===== config.mk =====
export PLATFORM = sky130hd
export DESIGN_NAME = alu_arbiter
export DESIGN_NICKNAME = d
export VERILOG_FILES = /design/src/rtl/alu_arbiter_pkg.sv /design/src/rtl/alu_arbiter_rr_arb2.sv /design/src/rtl/alu_arbiter.sv
export SDC_FILE = /design/constraint.sdc
export NUM_CORES = 1
export LEC_CHECK = 0
export BUFFER_PORTS_ARGS = -buffer_cell sky130_fd_sc_hd__buf_2
export CORE_AREA = 2 2 110 112
export CTS_CLUSTER_DIAMETER = 120
export DETAILED_ROUTE_END_ITERATION = 16
export DIE_AREA = 0 0 112 114
export HOLD_SLACK_MARGIN = 0.02
export PLACE_DENSITY_LB_ADDON = 0.15
export SLEW_MARGIN = 20
export SYNTH_ARGS = -nofsm -noshare
export SYNTH_HDL_FRONTEND = slang
export SYNTH_SLANG_ARGS = --single-unit
export TNS_END_PERCENT = 50

===== constraint.sdc =====
create_clock -name clk -period 3.3 [get_ports clk]
set_clock_uncertainty 0.15 [all_clocks]
set_input_delay 0.66 -clock clk [delete_from_list [all_inputs] [get_ports clk]]
set_output_delay 0.66 -clock clk [all_outputs]
set_load 0.1 [all_outputs]

===== src/rtl/alu_arbiter_pkg.sv =====
// Shared ALU definitions: operation encodings reused by the ALU, the arbiter and their benches,
// plus the arbiter state encoding.
package alu_arbiter_pkg;

  localparam int unsigned AluOpW = 4;

  localparam logic [AluOpW-1:0] OP_ADD  = 4'b0000;
  localparam logic [AluOpW-1:0] OP_SUB  = 4'b0001;
  localparam logic [AluOpW-1:0] OP_AND  = 4'b0010;
  localparam logic [AluOpW-1:0] OP_OR   = 4'b0011;
  localparam logic [AluOpW-1:0] OP_XOR  = 4'b0100;
  localparam logic [AluOpW-1:0] OP_SLL  = 4'b0101;
  localparam logic [AluOpW-1:0] OP_SRL  = 4'b0110;
  localparam logic [AluOpW-1:0] OP_SLT  = 4'b0111;
  localparam logic [AluOpW-1:0] OP_SLTU = 4'b1000;

  // Arbiter states
  localparam logic [0:0] StIdle = 1'b0;  // no response held
  localparam logic [0:0] StHold = 1'b1;  // one response held for the owner

endpackage


===== src/rtl/alu_arbiter_rr_arb2.sv =====
// Two-way round-robin grant logic, purely combinational.
// Ports:
//   valid_i       request valid per port
//   last_grant_i  port granted most recently
//   enable_i      grant may be issued this cycle
//   grant_valid_o a port is granted
//   grant_idx_o   index of the granted port
module alu_arbiter_rr_arb2 (
  input  logic [1:0] valid_i,
  input  logic       last_grant_i,
  input  logic       enable_i,
  output logic       grant_valid_o,
  output logic       grant_idx_o
);

  always_comb begin
    grant_valid_o = enable_i & (|valid_i);
    // On contention the port that did not win last time goes first.
    if (valid_i == 2'b11) begin
      grant_idx_o = ~last_grant_i;
    end else begin
      grant_idx_o = valid_i[1];
    end
  end

endmodule


===== src/rtl/alu_arbiter.sv =====
// Shares one combinational ALU between two valid/ready requesters. The granted request drives the
// ALU in the accept cycle; its result and zero flag are registered and returned on the owner's
// response channel one cycle later. Contention is resolved round-robin.
// Ports:
//   clk, resetn                 clock, async active-low reset
//   reqN_valid/ready            request handshake, port N
//   reqN_src_a/src_b/alu_op     request operands and operation
//   rspN_valid/ready            response handshake, port N
//   rsp_result, rsp_zero        registered response data shared by both channels
//   alu_src_a/src_b/alu_op      drive to the external ALU
//   alu_result, alu_zero        ALU outputs
module alu_arbiter
  import alu_arbiter_pkg::*;
#(
  parameter int unsigned WIDTH = 32,
  parameter int unsigned OP_W  = 4
) (
  input  logic             clk,
  input  logic             resetn,
  input  logic             req0_valid,
  output logic             req0_ready,
  input  logic [WIDTH-1:0] req0_src_a,
  input  logic [WIDTH-1:0] req0_src_b,
  input  logic [OP_W-1:0]  req0_alu_op,
  input  logic             req1_valid,
  output logic             req1_ready,
  input  logic [WIDTH-1:0] req1_src_a,
  input  logic [WIDTH-1:0] req1_src_b,
  input  logic [OP_W-1:0]  req1_alu_op,
  output logic             rsp0_valid,
  input  logic             rsp0_ready,
  output logic             rsp1_valid,
  input  logic             rsp1_ready,
  output logic [WIDTH-1:0] rsp_result,
  output logic             rsp_zero,
  output logic [WIDTH-1:0] alu_src_a,
  output logic [WIDTH-1:0] alu_src_b,
  output logic [OP_W-1:0]  alu_op,
  input  logic [WIDTH-1:0] alu_result,
  input  logic             alu_zero
);

  logic [0:0]       state_q, state_d;
  logic             owner_q, owner_d;
  logic             last_grant_q, last_grant_d;
  logic [WIDTH-1:0] result_q, result_d;
  logic             zero_q, zero_d;

  logic free;
  logic owner_ready;
  logic grant_valid;
  logic grant_idx;

  assign owner_ready = owner_q ? rsp1_ready : rsp0_ready;
  // Free when nothing is held, or the held response is being consumed this cycle.
  assign free = (state_q == StIdle) | owner_ready;

  alu_arbiter_rr_arb2 u_rr_arb2 (
    .valid_i      ({req1_valid, req0_valid}),
    .last_grant_i (last_grant_q),
    .enable_i     (free),
    .grant_valid_o(grant_valid),
    .grant_idx_o  (grant_idx)
  );

  assign req0_ready = grant_valid & ~grant_idx;
  assign req1_ready = grant_valid &  grant_idx;

  always_comb begin
    alu_src_a = '0;
    alu_src_b = '0;
    alu_op    = OP_W'(OP_ADD);
    if (grant_valid) begin
      if (grant_idx) begin
        alu_src_a = req1_src_a;
        alu_src_b = req1_src_b;
        alu_op    = req1_alu_op;
      end else begin
        alu_src_a = req0_src_a;
        alu_src_b = req0_src_b;
        alu_op    = req0_alu_op;
      end
    end
  end

  always_comb begin
    state_d      = state_q;
    owner_d      = owner_q;
    last_grant_d = last_grant_q;
    result_d     = result_q;
    zero_d       = zero_q;
    if (grant_valid) begin
      // A grant always carries a valid request, so it is an accept.
      state_d      = StHold;
      owner_d      = grant_idx;
      last_grant_d = grant_idx;
      result_d     = alu_result;
      zero_d       = alu_zero;
    end else if (state_q == StHold && owner_ready) begin
      state_d = StIdle;
    end
  end

  always_ff @(posedge clk or negedge resetn) begin
    if (!resetn) begin
      state_q      <= StIdle;
      owner_q      <= 1'b0;
      last_grant_q <= 1'b1;
      result_q     <= '0;
      zero_q       <= 1'b0;
    end else begin
      state_q      <= state_d;
      owner_q      <= owner_d;
      last_grant_q <= last_grant_d;
      result_q     <= result_d;
      zero_q       <= zero_d;
    end
  end

  assign rsp0_valid = (state_q == StHold) & ~owner_q;
  assign rsp1_valid = (state_q == StHold) &  owner_q;
  assign rsp_result = result_q;
  assign rsp_zero   = zero_q;

endmodule

==> impl_metrics.json <==
{
  "reg2reg_slack_ps": 1090,
  "outcome": "finished clean",
  "cp_top_family": "buffers and inverters",
  "period_needed_ps": 2840,
  "dieHeight_um": 114,
  "postCtsSetupBuffers": 0,
  "setup_ws_ps": 459,
  "hpwl_mm": 8.62,
  "drc": 0,
  "ys_ff_latch": 36,
  "start_kind": "input pin",
  "syn_area_per_cell_um2": 7.72,
  "viasPerCell": 4.27,
  "min_path_type": "input pin to asynchronous set/reset pin",
  "clk_path_buf_depth": 2,
  "cts_tree": "built",
  "clk_latency_ps": 270,
  "areaGrowthSynthToFinish_pct": 116,
  "finalCritPeriodShare_pct": 86.1,
  "first_global_vias": 3011,
  "cp_slowest_cell": "o2bb2ai_4",
  "drv_cap": 0,
  "worst_pin_slew_ps": 776,
  "post_route_cells_drive_above_1_share_pct": 62.8,
  "grt_max_degree": 54,
  "final_area_um2": 5300,
  "critPathMaxFanout": 33,
  "dp_slack_ps": 452,
  "ir_worst_vdd_mv": 0.475,
  "vias": 3141,
  "ant_nets": 0,
  "nets": 762,
  "die-area_um2": 12800,
  "synth_cells": 318,
  "cts_made_buffers": 5,
  "fillers": 1164,
  "hold_viol": 0,
  "core_um2": 11700,
  "drtIter0Drc": 121,
  "leakagePower_nw": 2.59,
  "cts_hold_buffers": 0,
  "routedWlPerCell_um": 14.2,
  "post_cts_resized": 0,
  "timing.fmax_ghz": 0.352,
  "grt_antenna_before_repair": 1,
  "start_util_pct": 21.0,
  "final_util_pct": 45.2,
  "syn_area_um2": 2450,
  "cpMostUsedCell": "buf_12",
  "power.total_mw": 4.17,
  "synth_top_area_share_pct": 35.7,
  "slew_violations": 0,
  "firstDrtPassIters": 4,
  "root_buffer": "clkbuf_16",
  "globalRouteOverflowTotal": 0,
  "rsz0062_at_grt": "false",
  "cts.sinks": 36,
  "max-slew-margin-rel_pct": 48.3,
  "io_buffers": 279,
  "crit_buf_inv": 3,
  "crit_required_ps": 2490,
  "fp-row-count": 40,
  "ys_top_cells_by_area": "dfrtp_1, nand2_1, a21oi_1, mux2_2, buf_6",
  "yosysSeqAreaShare_pct": 36.7,
  "synth_top_area_cell": "dfrtp_1",
  "syn_nets": 493,
  "ys_warn_count": 0,
  "track_usage_pct": 15.0,
  "grt_pass1_wl_mm": 15.4,
  "clk_pin_slew_ps": 50,
  "totalWireLength_mm": 10.5,
  "setup.worst_path.class": "input pin to output pin",
  "placed_area_um2": 5150,
  "cpPeakStageDelay_ps": 370,
  "globalplace.congestion": 0.900,
  "synth.distinct_cells": 23,
  "power_density_nw_per_um2": 788,
  "setup_violations": 0,
  "critPathCaptureType": "output pin",
  "htree_levels": 2,
  "whs_ps": 312,
  "cp_cell_sequence": "buf_2, mux2i_1, o2bb2ai_4, buf_12, a21oi_1, buf_12",
  "io_pins": 280,
  "die_width_um": 112,
  "cp.arrival_ps": 2030
}
-- stage by stage --
| stage | TNS [ps] | instances |
|---|---|---|
| floorplan | -8960 | 318 |
| global placement | 0 | 727 |
| detailed placement | 0 | 727 |
| CTS | 0 | 735 |
| global route | 0 | 736 |
| finish | 0 | 736 |
-- path summary, 6_finish.rpt --
kind	start	endpoint	depth (start not counted)
setup reg to reg	owner_q$_DFFE_PN0P_	rsp_result[25]$_DFFE_PN0P_	5
hold / removal	resetn	rsp_result[17]$_DFFE_PN0P_	1
max in group asynchronous	resetn	owner_q$_DFFE_PN0P_	1
hold reg to reg	rsp_result[31]$_DFFE_PN0P_	rsp_result[31]$_DFFE_PN0P_	1
min in group clk	rsp_result[31]$_DFFE_PN0P_	rsp_result[31]$_DFFE_PN0P_	1
setup / recovery	rsp1_ready	alu_src_b[14]	6
-- routing by layer --
metal	routed length, um	vias to the layer above	GRT usage, %
li1	-	1582	-
met1	3730	1391	16.7
met3	890	14	3.56
met5	0	-	0
met2	5660	154	28.8
met4	201	0	3.74
-- power breakdown --
group	total, mW	internal, mW	switching [mW]
Sequential	0.617	0.556	0.0602
Clock	0.449	0.277	0.171
Combinational	3.11	0.856	2.25
-- layout make-up --
class	instances	area, um2	area share, %
repair buffers	288	2550	48.1
multi-input cells	254	1510	28.5
flip-flops and latches	36	902	17.0
well taps	147	184	3.47
clock buffers	5	125	2.36
clock inverters	3	18.8	0.354
inverters	2	7.51	0.142
diodes	1	2.50	0.0473
-- worst reg2reg max path: cells and delay by family, from the launching register on --
kind | cells | cell delay, ps
mux | 2 | 720
buf+inv | 2 | 490
flops | 1 | 370
compound gates | 1 | 370
-- logic make-up after synthesis --
group	share of synthesized area [%]
flip-flops	36.7
AND/OR/NAND/NOR	22.3
multiplexers	16.3
buffers and inverters	7.85
AO/OA/AOI/OAI	16.8
-- cell usage in the layout (no fill, tap or decap), drive strengths merged, types with 2 or more instances in the layout --
master  instances
o21ai           2
or2             2
clkbuf          5
dfrtp          35
nand2         137
mux2           33
clkinv          3
inv             2
a21boi          2
nor2            4
a21oi          68
buf           288
-- Yosys cell counts (all sizes together) --
cell and n:
nand2 137, a21oi 68, dfrtp 35, mux2 33, buf 15, clkbuf 11
nor2 4, a21boi 2, inv 2, o21ai 2, or2 2, a21bo 1
a2bb2oi 1, and2 1, dfstp 1, mux2i 1, o22a 1, o2bb2ai 1
-- flip-flops by register name, summed over array words and instances, names as in the netlist --
register      flops
last_grant_q      1
state_q           1
owner_q           1
rsp_result       32
rsp_zero          1
Note: power is estimated with default switching activity, not from simulation.
